## config.mk

```make
export PLATFORM = sky130hd
export DESIGN_NAME = phy_rx_sync_ctrl
export DESIGN_NICKNAME = d
export VERILOG_FILES = /design/src/rtl/phy_rx_pkg.sv /design/src/rtl/phy_rx_lane_sync.sv /design/src/rtl/phy_rx_sync_ctrl.sv
export SDC_FILE = /design/constraint.sdc
export NUM_CORES = 1
export LEC_CHECK = 0
export CAP_MARGIN = 0
export CORE_MARGIN = 1
export CORE_UTILIZATION = 25
export DETAILED_ROUTE_END_ITERATION = 8
export GPL_ROUTABILITY_DRIVEN = 0
export PLACE_DENSITY = 0.46
export REMOVE_ABC_BUFFERS = 1
export SETUP_SLACK_MARGIN = 0.02
export SLEW_MARGIN = 20
export SYNTH_ARGS = -nofsm -noshare
export SYNTH_HDL_FRONTEND = slang
export SYNTH_SLANG_ARGS = --single-unit
```

## constraint.sdc

```tcl
create_clock -name clk_32f -period 2 [get_ports clk_32f]
set_clock_uncertainty 0.15 [all_clocks]
set_input_delay 0.4 -clock clk_32f [delete_from_list [all_inputs] [get_ports clk_32f]]
set_output_delay 0.4 -clock clk_32f [all_outputs]
set_load 0.05 [all_outputs]
```

## src/rtl/phy_rx_pkg.sv

```systemverilog
// -----------------------------------------------------------------------------
// phy_rx_pkg
// Shared definitions for the 2-lane PHY RX symbol-lock / deskew path.
//   lane_state_t      : per-lane lock FSM state (SEARCH / ALIGN / LOCKED)
//   COM_K28_5         : comma / alignment symbol value
//   COM_COUNT_DEFAULT : consecutive COMs needed before a lane is locked
// -----------------------------------------------------------------------------
package phy_rx_pkg;

  typedef enum logic [1:0] {
    SEARCH = 2'd0,
    ALIGN  = 2'd1,
    LOCKED = 2'd2
  } lane_state_t;

  localparam logic [7:0] COM_K28_5         = 8'hBC;
  localparam int         COM_COUNT_DEFAULT = 4;

endpackage

```

## src/rtl/phy_rx_lane_sync.sv

```systemverilog
// -----------------------------------------------------------------------------
// phy_rx_lane_sync
// Per-lane byte lock: serial shift register, bit counter, SEARCH/ALIGN/LOCKED
// FSM, COM counter and one-byte hold register with its flag.
// Ports:
//   clk       : bit clock
//   srst      : synchronous active-high reset
//   din       : serial bit, MSB first
//   flush     : drop lock, return to SEARCH, clear hold flag (resync / skew)
//   hold_clr  : held byte consumed by the pairing logic
//   byte_done : a byte completes on this edge while LOCKED
//   is_com    : the byte formed on this edge equals COM_CHAR
//   locked    : lane is in LOCKED
//   hold_byte : last non-COM byte captured while LOCKED
//   hold_flag : hold_byte is valid and not yet paired
// -----------------------------------------------------------------------------
module phy_rx_lane_sync
  import phy_rx_pkg::*;
#(
  parameter logic [7:0] COM_CHAR  = COM_K28_5,
  parameter int         COM_COUNT = COM_COUNT_DEFAULT
) (
  input  logic       clk,
  input  logic       srst,
  input  logic       din,
  input  logic       flush,
  input  logic       hold_clr,
  output logic       byte_done,
  output logic       is_com,
  output logic       locked,
  output logic [7:0] hold_byte,
  output logic [7:0] hold_byte_unused_guard,
  output logic       hold_flag
);

  localparam logic [3:0] COM_TARGET = 4'(COM_COUNT);

  lane_state_t state_reg, state_next;
  logic [7:0]  sh_reg, sh_next;
  logic [2:0]  bit_cnt_reg, bit_cnt_next;
  logic [3:0]  com_cnt_reg, com_cnt_next;
  logic [7:0]  hold_byte_reg, hold_byte_next;
  logic        hold_flag_reg, hold_flag_next;
  logic        boundary;
  logic        com_hit;

  // Every decision looks at the byte that includes the bit being sampled now,
  // so a byte is judged on the same edge that captures its last bit.
  assign sh_next  = {sh_reg[6:0], din};
  assign com_hit  = (sh_next == COM_CHAR);
  assign boundary = (bit_cnt_reg == 3'd7);

  always_comb begin
    state_next     = state_reg;
    bit_cnt_next   = bit_cnt_reg + 3'd1;
    com_cnt_next   = com_cnt_reg;
    hold_byte_next = hold_byte_reg;
    hold_flag_next = hold_clr ? 1'b0 : hold_flag_reg;

    case (state_reg)
      SEARCH: begin
        // Sliding match: a hit defines the byte boundary.
        if (com_hit) begin
          bit_cnt_next = 3'd0;
          com_cnt_next = 4'd1;
          state_next   = (COM_COUNT == 1) ? LOCKED : ALIGN;
        end
      end
      ALIGN: begin
        if (boundary) begin
          if (com_hit) begin
            com_cnt_next = com_cnt_reg + 4'd1;
            if (com_cnt_reg + 4'd1 == COM_TARGET) begin
              state_next = LOCKED;
            end
          end else begin
            com_cnt_next = 4'd0;
            state_next   = SEARCH;
          end
        end
      end
      LOCKED: begin
        // COMs are skip symbols; only data bytes are held. A new byte wins
        // over a same-edge hold_clr so back-to-back bytes are not lost.
        if (boundary && !com_hit) begin
          hold_byte_next = sh_next;
          hold_flag_next = 1'b1;
        end
      end
      default: state_next = SEARCH;
    endcase

    if (flush) begin
      state_next     = SEARCH;
      com_cnt_next   = 4'd0;
      hold_flag_next = 1'b0;
    end
  end

  always_ff @(posedge clk) begin
    if (srst) begin
      state_reg     <= SEARCH;
      sh_reg        <= 8'd0;
      bit_cnt_reg   <= 3'd0;
      com_cnt_reg   <= 4'd0;
      hold_byte_reg <= 8'd0;
      hold_flag_reg <= 1'b0;
    end else begin
      state_reg     <= state_next;
      sh_reg        <= sh_next;
      bit_cnt_reg   <= bit_cnt_next;
      com_cnt_reg   <= com_cnt_next;
      hold_byte_reg <= hold_byte_next;
      hold_flag_reg <= hold_flag_next;
    end
  end

  assign byte_done             = (state_reg == LOCKED) && boundary;
  assign is_com                = com_hit;
  assign locked                = (state_reg == LOCKED);
  assign hold_byte             = hold_byte_reg;
  assign hold_byte_unused_guard = sh_next;
  assign hold_flag             = hold_flag_reg;

endmodule

```

## src/rtl/phy_rx_sync_ctrl.sv

```systemverilog
// -----------------------------------------------------------------------------
// phy_rx_sync_ctrl
// Two-lane RX symbol lock and deskew. Each lane locks on COM_CHAR; data bytes
// held by both lanes are emitted together as a pair.
// Ports:
//   clk_32f                  : bit clock (one bit per lane per cycle)
//   reset                    : synchronous active-high reset
//   data_in_0 / data_in_1    : serial lane inputs, MSB first
//   resync                   : one-cycle request to drop lock and re-search
//   lane_byte_0/lane_byte_1  : bytes of the last emitted pair (held)
//   pair_valid               : one-cycle strobe for lane_byte_0/1
//   lock_0 / lock_1          : lane is LOCKED
//   active                   : both lanes locked, one cycle behind lock_x
//   skew_err                 : sticky lane-skew error
// -----------------------------------------------------------------------------
module phy_rx_sync_ctrl
  import phy_rx_pkg::*;
#(
  parameter logic [7:0] COM_CHAR  = COM_K28_5,
  parameter int         COM_COUNT = COM_COUNT_DEFAULT
) (
  input  logic       clk_32f,
  input  logic       reset,
  input  logic       data_in_0,
  input  logic       data_in_1,
  input  logic       resync,
  output logic [7:0] lane_byte_0,
  output logic [7:0] lane_byte_1,
  output logic       pair_valid,
  output logic       lock_0,
  output logic       lock_1,
  output logic       active,
  output logic       skew_err
);

  logic [1:0]      din;
  logic [1:0]      byte_done;
  logic [1:0]      is_com;
  logic [1:0]      locked;
  logic [1:0]      hold_flag;
  logic [1:0]      skew_hit;
  logic [1:0][7:0] hold_byte;
  logic [1:0][7:0] cur_byte;
  logic            pair_fire;
  logic            skew_det;
  logic            flush;

  assign din       = {data_in_1, data_in_0};
  assign pair_fire = hold_flag[0] & hold_flag[1];
  assign skew_det  = |skew_hit;
  assign flush     = resync | skew_det;

  genvar gi;
  generate
    for (gi = 0; gi < 2; gi++) begin : g_lane
      phy_rx_lane_sync #(
        .COM_CHAR  (COM_CHAR),
        .COM_COUNT (COM_COUNT)
      ) u_lane (
        .clk                   (clk_32f),
        .srst                  (reset),
        .din                   (din[gi]),
        .flush                 (flush),
        .hold_clr              (pair_fire),
        .byte_done             (byte_done[gi]),
        .is_com                (is_com[gi]),
        .locked                (locked[gi]),
        .hold_byte             (hold_byte[gi]),
        .hold_byte_unused_guard(cur_byte[gi]),
        .hold_flag             (hold_flag[gi])
      );

      // A lane finishing a second data byte before its partner delivered the
      // first means the lanes are a full byte or more apart.
      assign skew_hit[gi] = byte_done[gi] & ~is_com[gi] & hold_flag[gi]
                            & ~hold_flag[1-gi] & (cur_byte[gi] != COM_CHAR);
    end
  endgenerate

  always_ff @(posedge clk_32f) begin
    if (reset) begin
      lane_byte_0 <= 8'd0;
      lane_byte_1 <= 8'd0;
      pair_valid  <= 1'b0;
      active      <= 1'b0;
      skew_err    <= 1'b0;
    end else if (resync) begin
      // resync outranks a pair completing on the same edge
      pair_valid <= 1'b0;
      active     <= 1'b0;
      skew_err   <= 1'b0;
    end else begin
      pair_valid <= pair_fire;
      if (pair_fire) begin
        lane_byte_0 <= hold_byte[0];
        lane_byte_1 <= hold_byte[1];
      end
      if (skew_det) begin
        skew_err <= 1'b1;
      end
      active <= locked[0] & locked[1];
    end
  end

  assign lock_0 = locked[0];
  assign lock_1 = locked[1];

endmodule

```

**Word-level counts from Yosys, hierarchy flattened**

Index checks and enable logic that the tools add are counted.

- Register bits: 69

- Add/sub/neg operators: 4
- Eq/ne operators: 18
- Mux-type cells: 28
- Bitwise operators: 18
- Reductions and logical operators: 20

Operators with widths:

| kind | number |
|---|---|
| 2-to-1 mux 4 bit | 6 |
| == test 8 bit (second input constant) | 2 |
| 2-to-1 mux 2 bit | 8 |
| != test 8 bit (second input constant) | 2 |
| one-hot mux 4 bit (2 select lines) | 2 |
| 2-to-1 mux 3 bit | 4 |
| one-hot mux 2 bit (3 select lines) | 2 |
| AND 1 bit | 10 |
| adder 4 x 1 -> 4 bit (second input constant) | 2 |
| == test 4 x 3 -> 1 bit (second input constant) | 2 |
| != test 2 x 1 -> 1 bit (second input constant) | 4 |
| AND reduction 4 bit | 2 |
| NOT 1 bit | 7 |
| adder 3 x 1 -> 3 bit (second input constant) | 2 |
| == test 3 bit (second input constant) | 2 |
| 2-to-1 mux 1 bit | 6 |
| != test 3 bit (second input constant) | 2 |
| AND reduction 2 bit | 3 |
| AND reduction 3 bit | 2 |
| OR reduction 2 bit | 3 |
| == test 2 x 1 -> 1 bit (second input constant) | 2 |
| == test 2 bit (second input constant) | 2 |
| logical AND 1 bit | 4 |
| logical NOT 2 bit | 2 |
| 3 further kinds | 5 |

**Longest topological paths before layout**

- Depth after elaboration: 9
- Gate-level depth with buffers: 7
- Depth with buffers taken out: 6

**By module**

From an unflattened synthesis, not the netlist that was laid out.

- Cells, all modules: 301
- Area total of the unflattened synthesis: 2964.1 µm²

Modules (own cells, without submodules):

| module | instances | cells an instance | area an instance (µm²) |
|---|---|---|---|
| phy_rx_lane_sync | 2 | 106 | 1074.8 |
| phy_rx_sync_ctrl | 1 | 89 | 814.5 |

**Least setup slack after synthesis**

Ideal clock, no wire load.

- Kind: register to output
- Start: reg g_lane[0].u_lane.state_reg[1]
- End: out lock_0
- Arrival: 1.215 ns
- Path slack: 0.235 ns
- Cell stages (with the launch flop): 3
- Buffers on the path: 1
- Cells stage by stage: dfxtp_1 > buf_2 > nor2b_1

- Word-level cells in the longest chain between the ends: 1

Ends and longest elaborated chain:

| element | RTL line | RTL |
|---|---|---|
| start, declared | phy_rx_lane_sync.sv:38 | `lane_state_t state_reg, state_next;` |
| start signal, assigned | phy_rx_lane_sync.sv:109 | `state_reg <= state_next;` |
| == test 2 bit | phy_rx_lane_sync.sv:120 | `assign locked = (state_reg == LOCKED);` |
| end, declared | phy_rx_sync_ctrl.sv:30 | `output logic lock_0,` |

No other way between the ends.

**Final worst setup path**

- Start: reg g_lane[1].u_lane.state_reg[1]
- End: out lock_1

- Word-level cells in the longest chain between the ends: 1

Ends and longest elaborated chain:

| element | RTL line | RTL |
|---|---|---|
| start, declared | phy_rx_lane_sync.sv:38 |  |
| start signal, assigned | phy_rx_lane_sync.sv:109 |  |
| == test 2 bit | phy_rx_lane_sync.sv:120 |  |
| end, declared | phy_rx_sync_ctrl.sv:31 | `output logic lock_1,` |

No other way between the ends.

==> results.md <==
- Top-count cell post-synth: dfxtp_1
- Flop pwr share: between 40% and 50%
- HPWL Detailed: ~3800 µm
- CP Launch Point: g_lane[1].u_lane.state_reg[1]
- Startpoint types: flip-flop
- Worst relative slew slack: about three quarters
- HP Class: reg -> reg
- Root Buffer: clkbuf_8
- Pint: approximately 2.2 mW
- Share of the synthesized area in the top cell type: 51.09%
- Max FFs per register: 16
- Area grow syn2layout: 26.10%
- Period utilisation layout: 94.33%
- Clock Latency Late Sink: 0.34 ns
- CTS tree: built
- Final setup viols: 0
- PwrDens: around 830 nW/µm²
- Asr flop ratio synth: 0%
- Antenna violations before repair: 0
- Post-route DRC: 0
- First-pass GRT wire length: 9887 µm
- Final wirelength: 5677 µm
- Synth top area cells: dfxtp_1 (51%), mux2i_1 (6.3%), nand2_1 (5.8%)
- Cell variety after synth: between 40 and 50
- Deepest clock path buffer count: 2
- Critical setup path kind: reg -> out
- Setup ws final: around 0.11 ns
- RSZ-0062 raised after global routing: no
- CP Max Fanout: 6
- Maximum VDD drop: 0.0004250 V
- Crit path DAT: 1.34 ns
- Post-synth top cells: dfxtp_1 (69), nand2_1 (42), nor2_1 (25), a21oi_1 (23), nor2b_1 (21)
- Max Cap Viol: 0
- Row count: 37
- Synth warn: 0
- Comb pwr share: 2.3%
- FMAX: 530.0 MHz
- DIE HEIGHT: 106.0 µm
- Mapped Area: 2704 µm²
- GRT overflow: 0
- Share of layout cells above drive strength 1: 18.29%
- Minimum clock period: 1.887 ns
- Sw Share: 20.36%
- Tot GR Track Use: 11.23%
- Seq/Total Area, Yosys: 51.09%
- Required time worst endpoint: 1.45 ns
- Fin. Hold Viols: 0
- DRT iter0 DRCs: 66
- Worst r2r dst: g_lane[0].u_lane.hold_byte[6]
- TritonCTS Buffers: 9
- Status: finished clean
- H-tree lvl count: 3
- Most common flop cell mapped by yosys: dfxtp_1
- Largest net degree at the start of global routing: 53
- Clock Power Share: 48.1%
- Core Footprint: 10420 µm²
- CP endpoint kind: output port
- Starting density of the core: about a quarter
- Final Cell Area: 3410 µm²
- Crit path to: lock_1
- Die area: 11230 µm²
- Clk slew on worst S/H paths: 0.07 ns
- Worst setup slack after placement: -0.1380 ns
- Synth area leader: dfxtp_1
- Register bit count reported by yosys: 69
- Cells after synthesis: about 290
- Total number of vias: 2084
- Chip Width: roughly 110 µm
- Wire per inst: 12.23 µm
- Hold Path Origin: g_lane[1].u_lane.bit_cnt_reg[0]
- Pre-antenna DRT Iters: 4
- FF-to-FF setup slack: 0.20 ns
- DP Area: 3158 µm²
- Post-route ant nets: 0
- Leakage dissipation: around 1.2 nW
- Sw power: 574.7 µW
- Vias in the first global route: 2005
- Fin nets: 334
- Post-synth EDFFs: 0
- Least-Margin Pin Slew: 0.3586 ns
- Port bufs: 25
- Ant. Diodes: 0
- I/O pins: 26
- Worst Reg2Reg Path Length in Cells: 7
- Via density: 4.491
- Mean area per synthesized cell: 9.421 µm²
- Fin. max-slew vios: 0
- Clock tree sinks: 69
- Reg-to-Reg Start: g_lane[0].u_lane.bit_cnt_reg[0]
## cell families (layout without fill, tap and decap cells)
group                    count (synthesis)  after routing  share of synthesized area [%]
AND/OR/NAND/NOR                        127            127                          25.08
flip-flops                              69             69                          51.09
multiplexers                            17             17                          6.293
AO/OA/AOI/OAI                           49             49                          11.34
buffers and inverters                   17             58                          2.776
XOR/XNOR                                 2              2                         0.6480
adder cells (fa/ha/maj)                  6              6                          2.776
## cell type report
cell class | count | area [µm²]
fill | 1094 | 7007
sequential | 69 | 1381
multi-input combinational | 201 | 1260
timing repair buffer | 39 | 347.8
tap | 136 | 170.2
clock buffer | 10 | 127.6
clock inverter | 6 | 111.4
inverter | 3 | 11.26
## layer usage
metal,global-route usage [%],vias to the layer above,share of wire (%)
met4,6.250,0,2.4
met2,16.39,30,42
met5,0,-,0
met3,2.269,12,2.6
li1,-,1065,-
met1,15.38,977,53
## worst min path at each step
stage,end,slack (ns),cells past startpoint
2_1_floorplan,g_lane[1].u_lane.bit_cnt_reg[0],0.25,1
3_3_place_gp,g_lane[1].u_lane.bit_cnt_reg[0],0.26,1
3_5_place_dp,g_lane[1].u_lane.bit_cnt_reg[0],0.27,1
4_1_cts,g_lane[1].u_lane.bit_cnt_reg[0],0.28,1
5_1_grt,g_lane[1].u_lane.bit_cnt_reg[0],0.30,1
6_report,g_lane[1].u_lane.bit_cnt_reg[0],0.28,1
## placed cells by master (no fill, tap or decap), types with 3 or more instances in the layout
| cell type | instances |
|---|---|
| a21oi_1 | 23 |
| a31oi_1 | 3 |
| buf_12 | 4 |
| buf_4 | 31 |
| bufinv_16 | 3 |
| clkbuf_8 | 9 |
| clkdlybuf4s50_1 | 3 |
| dfxtp_1 | 69 |
| ha_1 | 5 |
| inv_1 | 3 |
| mux2i_1 | 17 |
| nand2_1 | 42 |
| nand3b_1 | 4 |
| nand4_1 | 4 |
| nor2_1 | 25 |
| nor2b_1 | 20 |
| nor3_1 | 6 |
| nor3b_1 | 3 |
| o21ai_0 | 8 |
## timing repair
action                                  CTS  global route
resized for setup                         0             3
hold buffers                              0             0
endpoints found under the setup margin    0            12
buffers inserted                          0             0
## per-stage QoR
step | hold WS, ns | TNS (ns) | std cells | utilization [%] | power (mW)
2_1_floorplan | 0.2484 | -0.8182 | 273 | - | 1.452
3_3_place_gp | 0.2617 | -1.814 | 448 | 30.32 | 1.495
3_5_place_dp | 0.2719 | -1.819 | 448 | 30.32 | 1.496
4_1_cts | 0.2822 | 0 | 464 | 32.61 | 2.870
5_1_grt | 0.3037 | 0 | 464 | 32.73 | 2.943
6_report | 0.2772 | 0 | 464 | 32.73 | 2.822
## worst max-delay path, stage by stage, from the launching register on
cell and delay, ns:
dfxtp_1 0.45, nor2b_1 0.36, buf_12 0.19
## power by group through the flow
stage               Combinational, mW  Sequential (mW)  Clock (mW)
floorplan                      0.0242             1.43           0
global placement               0.0653             1.43           0
detailed placement             0.0656             1.43           0
CTS                            0.0657             1.40        1.41
global route                   0.0747             1.40        1.47
finish                         0.0653             1.40        1.36
Note: power is estimated with default switching activity, not from simulation.
